===== src/rtl/diferential_pkg.sv =====
// -----------------------------------------------------------------------------
// diferential_pkg
// Shared definitions for the serial configuration loader that feeds the
// mux-cell fabric: default fabric geometry, the frame sync pattern, the
// loader state encoding and a row-major cell index helper.
// -----------------------------------------------------------------------------
package diferential_pkg;

    localparam int DEF_ROWS     = 3;
    localparam int DEF_COLS     = 3;
    localparam int DEF_CFG_BITS = 4;

    // Frame sync nibble, sent MSB-first ahead of the payload.
    localparam logic [DEF_CFG_BITS-1:0] DEF_SYNC = 4'b1010;

    typedef enum logic [1:0] {
        HUNT  = 2'd0,
        LOAD  = 2'd1,
        CHECK = 2'd2
    } state_t;

    // Row-major position of cell (r,c); (0,0) is the first cell on the wire
    // and occupies the lowest config slot.
    function automatic int cell_index(input int r, input int c, input int cols);
        return r * cols + c;
    endfunction

endpackage


===== src/rtl/diferential_nibble_xor.sv =====
// -----------------------------------------------------------------------------
// diferential_nibble_xor
// Running XOR accumulator over W-bit nibbles arriving one bit per enabled
// cycle, MSB-first.
//   clk, reset : clock, synchronous active-high reset
//   clear      : zero the accumulator and the partial nibble
//   en         : shift bit_in into the nibble register this cycle
//   bit_in     : serial data bit
//   done       : this enabled bit completes a nibble; fold it into acc
//   nib_next   : the nibble including the current bit_in (combinational)
//   acc        : XOR of all completed nibbles since the last clear
// -----------------------------------------------------------------------------
module diferential_nibble_xor #(
    parameter int W = 4
) (
    input  logic         clk,
    input  logic         reset,
    input  logic         clear,
    input  logic         en,
    input  logic         bit_in,
    input  logic         done,
    output logic [W-1:0] nib_next,
    output logic [W-1:0] acc
);

    logic [W-1:0] nib;

    assign nib_next = {nib[W-2:0], bit_in};

    always_ff @(posedge clk) begin
        if (reset || clear) begin
            nib <= '0;
            acc <= '0;
        end else if (en) begin
            nib <= nib_next;
            if (done) begin
                acc <= acc ^ nib_next;
            end
        end
    end

endmodule


===== src/rtl/diferential_cfg_loader.sv =====
// -----------------------------------------------------------------------------
// diferential_cfg_loader
// Serial configuration loader for the mux-cell fabric. Hunts for a sync
// nibble, collects one config nibble per cell into a shadow register, then
// compares a trailing checksum nibble against the XOR of all payload nibbles.
// The fabric-facing bus only ever shows a fully checked frame.
//   clk, reset : clock, synchronous active-high reset
//   cfg_bit    : serial config data (MSB-first per nibble, cells row-major)
//   cfg_valid  : qualifies cfg_bit; idle cycles change nothing
//   cfg_out    : committed config, cell (r,c) at [(r*COLS+c)*CFG_BITS +: CFG_BITS]
//   cfg_loaded : one-cycle pulse on a successful commit
//   cfg_err    : one-cycle pulse on checksum mismatch
//   cfg_ready  : sticky, set by the first commit after reset
//   busy       : high while in LOAD or CHECK
// -----------------------------------------------------------------------------
module diferential_cfg_loader
    import diferential_pkg::*;
#(
    parameter int                  ROWS     = DEF_ROWS,
    parameter int                  COLS     = DEF_COLS,
    parameter int                  CFG_BITS = DEF_CFG_BITS,
    parameter logic [CFG_BITS-1:0] SYNC     = DEF_SYNC
) (
    input  logic                          clk,
    input  logic                          reset,
    input  logic                          cfg_bit,
    input  logic                          cfg_valid,
    output logic [ROWS*COLS*CFG_BITS-1:0] cfg_out,
    output logic                          cfg_loaded,
    output logic                          cfg_err,
    output logic                          cfg_ready,
    output logic                          busy
);

    localparam int TOT = ROWS * COLS * CFG_BITS;
    localparam int CW  = $clog2(TOT + 1);

    state_t               state;
    state_t               state_next;
    logic [CFG_BITS-1:0]  window;
    logic [CFG_BITS-1:0]  win_next;
    logic [CW-1:0]        cnt;
    logic [TOT-1:0]       shadow;
    logic [CFG_BITS-1:0]  nib_next;
    logic [CFG_BITS-1:0]  acc;
    logic                 sync_hit;
    logic                 last_payload;
    logic                 last_check;
    logic                 nib_done;

    assign win_next     = {window[CFG_BITS-2:0], cfg_bit};
    assign sync_hit     = (state == HUNT) && cfg_valid && (win_next == SYNC);
    assign last_payload = (cnt == CW'(TOT - 1));
    assign last_check   = (cnt == CW'(CFG_BITS - 1));
    assign nib_done     = (state == LOAD) && ((int'(cnt) % CFG_BITS) == CFG_BITS - 1);
    assign busy         = (state != HUNT);

    // The checksum nibble is shifted through the same nibble register as the
    // payload, so at the final check bit nib_next holds the received checksum
    // while acc (not folded during CHECK) holds the expected one.
    diferential_nibble_xor #(
        .W (CFG_BITS)
    ) u_xor (
        .clk      (clk),
        .reset    (reset),
        .clear    (sync_hit),
        .en       (cfg_valid && (state != HUNT)),
        .bit_in   (cfg_bit),
        .done     (nib_done),
        .nib_next (nib_next),
        .acc      (acc)
    );

    always_ff @(posedge clk) begin
        if (reset) begin
            state <= HUNT;
        end else begin
            state <= state_next;
        end
    end

    always_comb begin
        state_next = state;
        if (cfg_valid) begin
            case (state)
                HUNT:    if (win_next == SYNC) state_next = LOAD;
                LOAD:    if (last_payload)     state_next = CHECK;
                CHECK:   if (last_check)       state_next = HUNT;
                default:                       state_next = HUNT;
            endcase
        end
    end

    always_ff @(posedge clk) begin
        if (reset) begin
            window     <= '0;
            cnt        <= '0;
            shadow     <= '0;
            cfg_out    <= '0;
            cfg_loaded <= 1'b0;
            cfg_err    <= 1'b0;
            cfg_ready  <= 1'b0;
        end else begin
            cfg_loaded <= 1'b0;
            cfg_err    <= 1'b0;
            if (cfg_valid) begin
                case (state)
                    HUNT: begin
                        window <= (win_next == SYNC) ? '0 : win_next;
                        cnt    <= '0;
                    end
                    LOAD: begin
                        // Completed nibbles enter at the top and move down, so
                        // the first cell on the wire ends in the lowest slot.
                        if (nib_done) begin
                            shadow <= {nib_next, shadow[TOT-1:CFG_BITS]};
                        end
                        cnt <= last_payload ? '0 : cnt + 1'b1;
                    end
                    CHECK: begin
                        if (last_check) begin
                            cnt    <= '0;
                            window <= '0;
                            if (nib_next == acc) begin
                                cfg_out    <= shadow;
                                cfg_loaded <= 1'b1;
                                cfg_ready  <= 1'b1;
                            end else begin
                                cfg_err <= 1'b1;
                            end
                        end else begin
                            cnt <= cnt + 1'b1;
                        end
                    end
                    default: begin
                        cnt <= '0;
                    end
                endcase
            end
        end
    end

endmodule

===== config.mk =====
export PLATFORM = sky130hd
export DESIGN_NAME = diferential_cfg_loader
export DESIGN_NICKNAME = d
export VERILOG_FILES = /design/src/rtl/diferential_pkg.sv /design/src/rtl/diferential_nibble_xor.sv /design/src/rtl/diferential_cfg_loader.sv
export SDC_FILE = /design/constraint.sdc
export NUM_CORES = 1
export LEC_CHECK = 0
export BUFFER_PORTS_ARGS = -buffer_cell sky130_fd_sc_hd__clkbuf_2
export CAP_MARGIN = 20
export CORE_UTILIZATION = 43
export CTS_CLUSTER_DIAMETER = 150
export CTS_CLUSTER_SIZE = 14
export DETAILED_ROUTE_END_ITERATION = 8
export GPL_ROUTABILITY_DRIVEN = 0
export PLACE_DENSITY = 0.69
export RECOVER_POWER = 100
export SLEW_MARGIN = 40
export SYNTH_ARGS = -nofsm -noshare
export SYNTH_HDL_FRONTEND = slang
export SYNTH_HIERARCHICAL = 1
export SYNTH_SLANG_ARGS = --single-unit
export TNS_END_PERCENT = 30

===== constraint.sdc =====
create_clock -name clk -period 5.5 [get_ports clk]
set_input_delay 0.55 -clock clk [delete_from_list [all_inputs] [get_ports clk]]
set_output_delay 0.55 -clock clk [all_outputs]
set_load 0.02 [all_outputs]

== Word level (Yosys, flattened, before mapping) ==
Index checks and enable logic that the tools add are counted.

* Flip-flop bits (word level): 93
* Input bits: 4
* Logic and storage cells: 51

* Add/subtract/negate cells: 1
* Equal/unequal tests: 10
* Mux-type cells: 12
* Bitwise operators: 4
* Reduce and logical (&&, ||, !) cells: 14

{| class="wikitable"
|+ Operators by type and width
! kind !! count
|-
| two-way mux 6 bit || 2
|-
| case mux 6 bit (2 select lines) || 1
|-
| AND reduction 4 bit || 2
|-
| adder 6 x 1 -> 6 bit, second input constant || 1
|-
| == test 6 x 2 -> 1 bit, second input constant || 1
|-
| == test 6 bit, second input constant || 1
|-
| two-way mux 2 bit || 3
|-
| two-way mux 3 bit || 2
|-
| case mux 2 bit (3 select lines) || 1
|-
| case mux 3 bit (2 select lines) || 1
|-
| AND reduction 3 bit || 2
|-
| == test 2 x 1 -> 1 bit, second input constant || 2
|-
| == test 4 bit || 1
|-
| == test 4 bit, second input constant || 1
|-
| logical AND 1 bit || 4
|-
| inequality test 2 bit, second input constant || 2
|-
| nonzero test 2 bit || 2
|-
| OR reduction 4 bit || 1
|-
| XOR 4 bit || 1
|-
| NOT 1 bit || 3
|-
| == test 2 bit, second input constant || 1
|-
| zero test 2 bit || 1
|-
| two-way mux 1 bit || 2
|-
| inequality test 2 x 1 -> 1 bit, second input constant || 1
|-
| other kinds (2) || 2
|}

== Depth between registers and ports, before layout ==
Gate-level depths: netlist of run 1.

* Word-level depth: 4
* Depth in mapped cells: 8
* Gate-level depth less buffers: 6

== By module ==
The synthesis of run 1 kept the hierarchy.

{| class="wikitable"
|+ Modules (own cells, without submodules)
! module !! times used !! cells an instance !! area an instance (µm²)
|-
| diferential_cfg_loader || 1 || 413 || 3,442.1
|-
| diferential_nibble_xor || 1 || 33 || 334.1
|}

== Worst setup path before layout of run 1 ==
OpenSTA, ideal clock, no wires.

* Path type: register to register
* Start point: reg cnt[0]
* End point: reg cfg_out[11]
* Library setup time: 0.132 ns
* Arrival time: 1.868 ns
* Data required time: 5.368 ns
* Setup slack: 3.499 ns
* Stages on the path, launching flop included: 8
* Buffers on the path: 2
* Cell sequence: dfxtp_1 ha_1 or4b_4 or3_1 buf_6 buf_6 o21ai_1 a21oi_1

* Longest elaborated chain between the ends: 2

{| class="wikitable"
|+ Ends and longest elaborated chain
! item !! RTL line !! text
|-
| start, declared || diferential_cfg_loader.sv:42 || <nowiki>logic [CW-1:0] cnt;</nowiki>
|-
| start signal, assigned || diferential_cfg_loader.sv:118 || <nowiki>cnt <= last_payload ? '0 : cnt + 1'b1;</nowiki>
|-
| start signal, assigned || diferential_cfg_loader.sv:132 || <nowiki>cnt <= cnt + 1'b1;</nowiki>
|-
| == test 6 x 2 -> 1 bit || diferential_cfg_loader.sv:54 || <nowiki>assign last_check = (cnt == CW'(CFG_BITS - 1));</nowiki>
|-
| AND reduction 4 bit (no source line) || - ||
|-
| end signal, assigned || diferential_cfg_loader.sv:125 || <nowiki>cfg_out <= shadow;</nowiki>
|-
| end, declared || diferential_cfg_loader.sv:28 || <nowiki>output logic [ROWS*COLS*CFG_BITS-1:0] cfg_out,</nowiki>
|}

Every way passes these cells.
A chain may end at the register's enable or synchronous reset.

== Worst setup path in the final report of run 1 ==
* Start point: reg cnt[0]
* End point: reg cfg_out[28]

The elaborated chain is that of the path after synthesis.

==> run metrics, run 1 <==
status finished with violations; failing checks capacitance limit, slew limit; DRC violations left 0; antenna cell count 0; peak supply drop 0.126 mV; Max Cap Viol 2; DRT Wirelength 8.10 mm; die area 0.00916 mm2; Synth area leaders dfxtp_1 (49%), a21oi_1 (10%), nand2_1 (7.7%); Primary FF master, synth dfxtp_1; # hold bufs at CTS 0; CP Data Required Time 5.67 ns; post-placement setup slack 2.98 ns; Clock Sinks 93; largest net degree at the start of global routing 50; fin crit period 2.91 ns; Syn Inst Count 446; Vias 3,167; asr flop ratio synth 0; Fmax 344 MHz; Post-DP Area 0.00397 mm2; Post-synth EDFFs 0; crit share post-route 0.528; CTS clk-pin slew, worst paths 0.10 ns; width of the die 95.7 um; FP Rows 33; Ys Warns 6; drt initial violations 151; worst setup margin 2.59 ns; die height 95.7 um; # setup viols final 0; hold_ws 0.466 ns; clk_skew 0.0141 ns; CTS Buf Count 9; io pins 44; count leader, synth dfxtp_1; first-pass iteration count of the detailed router 4; Mapped Nets 455; share of layout cells above drive strength 1 0.0567; H-tree Lvls 3; CP Data Arrival Time 3.07 ns; WL per Instance 13.9 um; post-CTS setup buffer count 0; Initial Utilization 0.453; fin nets 480; CORE AREA 0.00834 mm2; hpwl dp 5.06 mm; Area growth syn-to-layout 8.38%; grt total ovfl 0; clk_lat worst skew 0.36 ns; RSZ-0062 raised after global routing no; Setup crit end kind register; final instance area 0.00409 mm2; DRT antenna net count 0; routed vias/inst 5.45; Slew Viols, Final 86; Slew HR -0.288; Clock Path Buffers 2; area leader, netlist dfxtp_1; crit start category register; share of the synthesized area in the top cell type 0.493; Cell variety after synth 41; Root Buffer clkbuf_8; CTS tree done; Leakage 1.30 nW; Tot GR Track Use 0.188; area of the mapped netlist 0.00378 mm2; Crit Path Category register to register; setup TNS 0 ns; Power Density 285 mW/mm2; Synth Area per Inst 8.47 um2; sequential fraction of the synthesis area 0.493; port buffer count 43; Core Util, Final 0.491; #FFs+latches synth 93; vias in the first global route 2,907; initial antenna violation count 0; final hold violation count 0; Post-synth top cells dfxtp_1 (93), a21oi_1 (77), nand2_1 (77), nand3_1 (44), o21ai_1 (26); Tightest Pin Transition 1.93 ns; post-CTS sizing 0; HP Class register to register; global-route wire length before repair 13.3 mm; CP max FO 36
==> worst max-delay path, stage by stage (launching register included) <==
cell	delay, ns
dfxtp_1	0.37
ha_1	0.31
or4b_1	0.57
or3_1	0.38
clkbuf_1	0.57
o21ai_0	0.40
a21oi_1	0.10
==> cell type report <==
| cell class | count | area, um2 |
|---|---|---|
| repair buffers | 50 | 209 |
| well taps | 105 | 131 |
| flip-flops and latches | 93 | 1860 |
| clock buffers | 10 | 128 |
| multi-input cells | 313 | 1680 |
| inverters | 4 | 15.0 |
| clock inverters | 6 | 70.1 |
| fillers | 842 | 4250 |
==> flip-flops by register name, summed over array words and instances (netlist names) <==
register    count
shadow         36
cfg_out        36
window          3
cfg_loaded      1
u_xor/nib       3
state           2
cfg_err         1
cnt             6
cfg_ready       1
u_xor/acc       4
==> placed cells by master, fill, tap and decap left out, types with 4 or more instances in the layout <==
cell type  count
nor3b_1        4
o21ai_1        5
a21o_1         5
nor3_1        12
ha_1           5
a21oi_1       77
xnor2_1        4
dfxtp_1       93
nor2_1         7
buf_4          5
mux2i_1        5
o21ai_0       31
clkbuf_1      44
nand2_1       77
nand2b_1       7
inv_1          4
nand3_1       44
clkbuf_8       9
==> where the power goes <==
| part | internal [W] | leakage [nW] | switching (W) | total (W) |
|---|---|---|---|---|
| clock network | 0.000214 | 0.101 | 0.000245 | 0.000459 |
| logic | 0.00000644 | 0.452 | 0.0000258 | 0.0000322 |
| registers | 0.000674 | 0.749 | 0.00000110 | 0.000675 |
| total | 0.000895 | 1.30 | 0.000271 | 0.00117 |
==> path summary, 6_finish.rpt <==
kind                                start          end  slack (ns)  cells past startpoint
worst max-delay path               cnt[0]  cfg_out[28]        2.59                      6
worst min-delay path            shadow[3]    shadow[3]        0.47                      2
worst min register to register  shadow[3]    shadow[3]        0.47                      2
worst max register to register     cnt[0]  cfg_out[28]        2.59                      6
==> cell families after synthesis <==
group / Yosys count / synth area share
flops: 93 / 0.493
mux: 9 / 0.0252
fa+ha+maj: 5 / 0.0166
compound gates: 130 / 0.189
simple gates: 165 / 0.208
buf+inv: 40 / 0.0586
xor+xnor: 4 / 0.00928
==> per-layer routing <==
metal / part of all wire / vias to the layer above / global-route usage
met4: 0.016 / 0 / 0.0771
met2: 0.48 / 47 / 0.318
met5: 0 / - / 0
li1: - / 1600 / -
met3: 0.030 / 11 / 0.0395
met1: 0.48 / 1509 / 0.232
==> per-stage QoR <==
stage / cells / total power, W
2_1_floorplan: 446 / 0.000716
3_3_place_gp: 565 / 0.000723
3_5_place_dp: 565 / 0.000724
4_1_cts: 581 / 0.00118
5_1_grt: 581 / 0.00121
6_report: 581 / 0.00117
(Power assumes the default switching activity.)
==> run 2: changes to the inputs <==
--- a/config.mk
+++ b/config.mk
@@ -12,7 +12,7 @@
 export CTS_CLUSTER_SIZE = 14
 export DETAILED_ROUTE_END_ITERATION = 8
 export GPL_ROUTABILITY_DRIVEN = 0
-export PLACE_DENSITY = 0.69
+export PLACE_DENSITY = 0.71
 export RECOVER_POWER = 100
 export SLEW_MARGIN = 40
 export SYNTH_ARGS = -nofsm -noshare
==> constraint.sdc (replaced) <==
create_clock -name clk -period 2.4 [get_ports clk]
set_input_delay 0.24 -clock clk [delete_from_list [all_inputs] [get_ports clk]]
set_output_delay 0.24 -clock clk [all_outputs]
set_load 0.02 [all_outputs]
==> run metrics, run 2 (same netlist as run 1, synthesis figures left out) <==
DRT antenna net count 0; CP Cell Sequence ha_1, or4b_1, or3_1, buf_4, o21ai_0, a21oi_1; Crit path max-delay family simple AND/OR/NAND/NOR gates; Max Cap Viol 0; routed vias/inst 5.48; Area growth syn-to-layout 9.58%; R2R depth 6; CTS tree done; hpwl dp 5.05 mm; crit start category register; Root Buffer clkbuf_8; final hold violation count 0; peak supply drop 0.387 mV; Crit-path slowest cell or4b_1; clk_lat worst skew 0.36 ns; HP Class input port to register; WL per Instance 13.7 um; Worst R2R Start cnt[0]; Tot GR Track Use 0.190; CP Data Arrival Time 2.34 ns; global-route wire length before repair 13.7 mm; flop2flop setup slack 0.28 ns; commonest non-fill, non-tap cell in the layout dfxtp_1; port buffer count 43; Setup crit end kind register; vias in the first global route 2,999; io pins 44; biggest regs cfg_out: 36 flops, shadow: 36 flops, cnt: 6 flops; Slew HR 0.516; width of the die 95.7 um; CP max FO 36; CTS Buf Count 9; post-CTS setup buffer count 0; Tightest Pin Transition 0.726 ns; r2r endpoint cfg_out[34]; Worst path depth 6; CP Data Required Time 2.63 ns; sum of buffers and inverters on the critical path 1; Leakage 1.32 nW; hold_ws 0.212 ns; Fmax 472 MHz; DRT Wirelength 8.04 mm; DRC violations left 0; initial antenna violation count 0; Initial Utilization 0.453; grt total ovfl 0; post-CTS sizing 0; post-placement setup slack 0.300 ns; status finished, final reports clean; FP Rows 33; # hold bufs at CTS 0; first-pass iteration count of the detailed router 4; Clock Path Buffers 2; largest net degree at the start of global routing 39; CTS clk-pin slew, worst paths 0.09 ns; crit path to cfg_out[34]; clk_skew 0.0105 ns; start point of the critical path cnt[0]; antenna cell count 0; die height 95.7 um; Crit Path Category register to register; CORE AREA 0.00834 mm2; fin crit period 2.12 ns; crit share post-route 0.882; Clock Sinks 93; share of layout cells above drive strength 1 0.0667; # setup viols final 0; worst setup margin 0.283 ns; drt initial violations 224; Power Density 644 mW/mm2; RSZ-0062 raised after global routing no; setup TNS 0 ns; CP max stage delay 0.53 ns; Vias 3,205; leading cell types in the layout, fill and taps excluded dfxtp_1 (93), nand2_1 (77), a21oi_1 (77), nand3_1 (44), clkbuf_1 (42); H-tree Lvls 3; Slew Viols, Final 0; fin nets 485; die area 0.00916 mm2
## run 2: power breakdown
part	switching, W	leakage, nW	internal [W]	total, W
registers	0.00000262	0.749	0.00154	0.00155
logic	0.0000596	0.480	0.0000170	0.0000766
clock network	0.000555	0.0934	0.000486	0.00104
total	0.000617	1.32	0.00205	0.00266
## run 2: layout make-up
| class | instances | area (um2) |
|---|---|---|
| clock buffers | 9 | 124 |
| repair buffers | 55 | 258 |
| inverters | 4 | 15.0 |
| well taps | 105 | 131 |
| flip-flops and latches | 93 | 1860 |
| multi-input cells | 313 | 1670 |
| clock inverters | 6 | 73.8 |
| fillers | 880 | 4200 |
## run 2: worst min-delay path by stage
stage                   start    endpoint  cells after the start
finish                cfg_bit  shadow[32]                      3
detailed placement  shadow[0]   shadow[0]                      2
floorplan             cfg_bit   window[0]                      1
CTS                   cfg_bit  shadow[32]                      3
global route          cfg_bit  shadow[32]                      3
global placement    shadow[2]   shadow[2]                      2
## run 2: worst min-delay path, stage by stage
cell and delay (ns):
clkbuf_2 0.15, nand2_1 0.08, a21oi_1 0.05
## run 2: per-layer routing
metal / share of wire / global-route usage / vias to the layer above
li1: - / - / 1617
met1: 0.47 / 0.231 / 1523
met2: 0.48 / 0.329 / 56
met3: 0.038 / 0.0513 / 9
met4: 0.010 / 0.0522 / 0
met5: 0 / 0 / -
## run 2: per-stage QoR
step	total power (W)	utilization	cells	instance area [um2]
finish	0.00266	0.496	585	4140
global route	0.00277	0.496	585	4140
CTS	0.00270	0.506	585	4220
detailed placement	0.00166	0.482	570	4020
global placement	0.00166	0.482	570	4020
floorplan	0.00164	-	446	3780
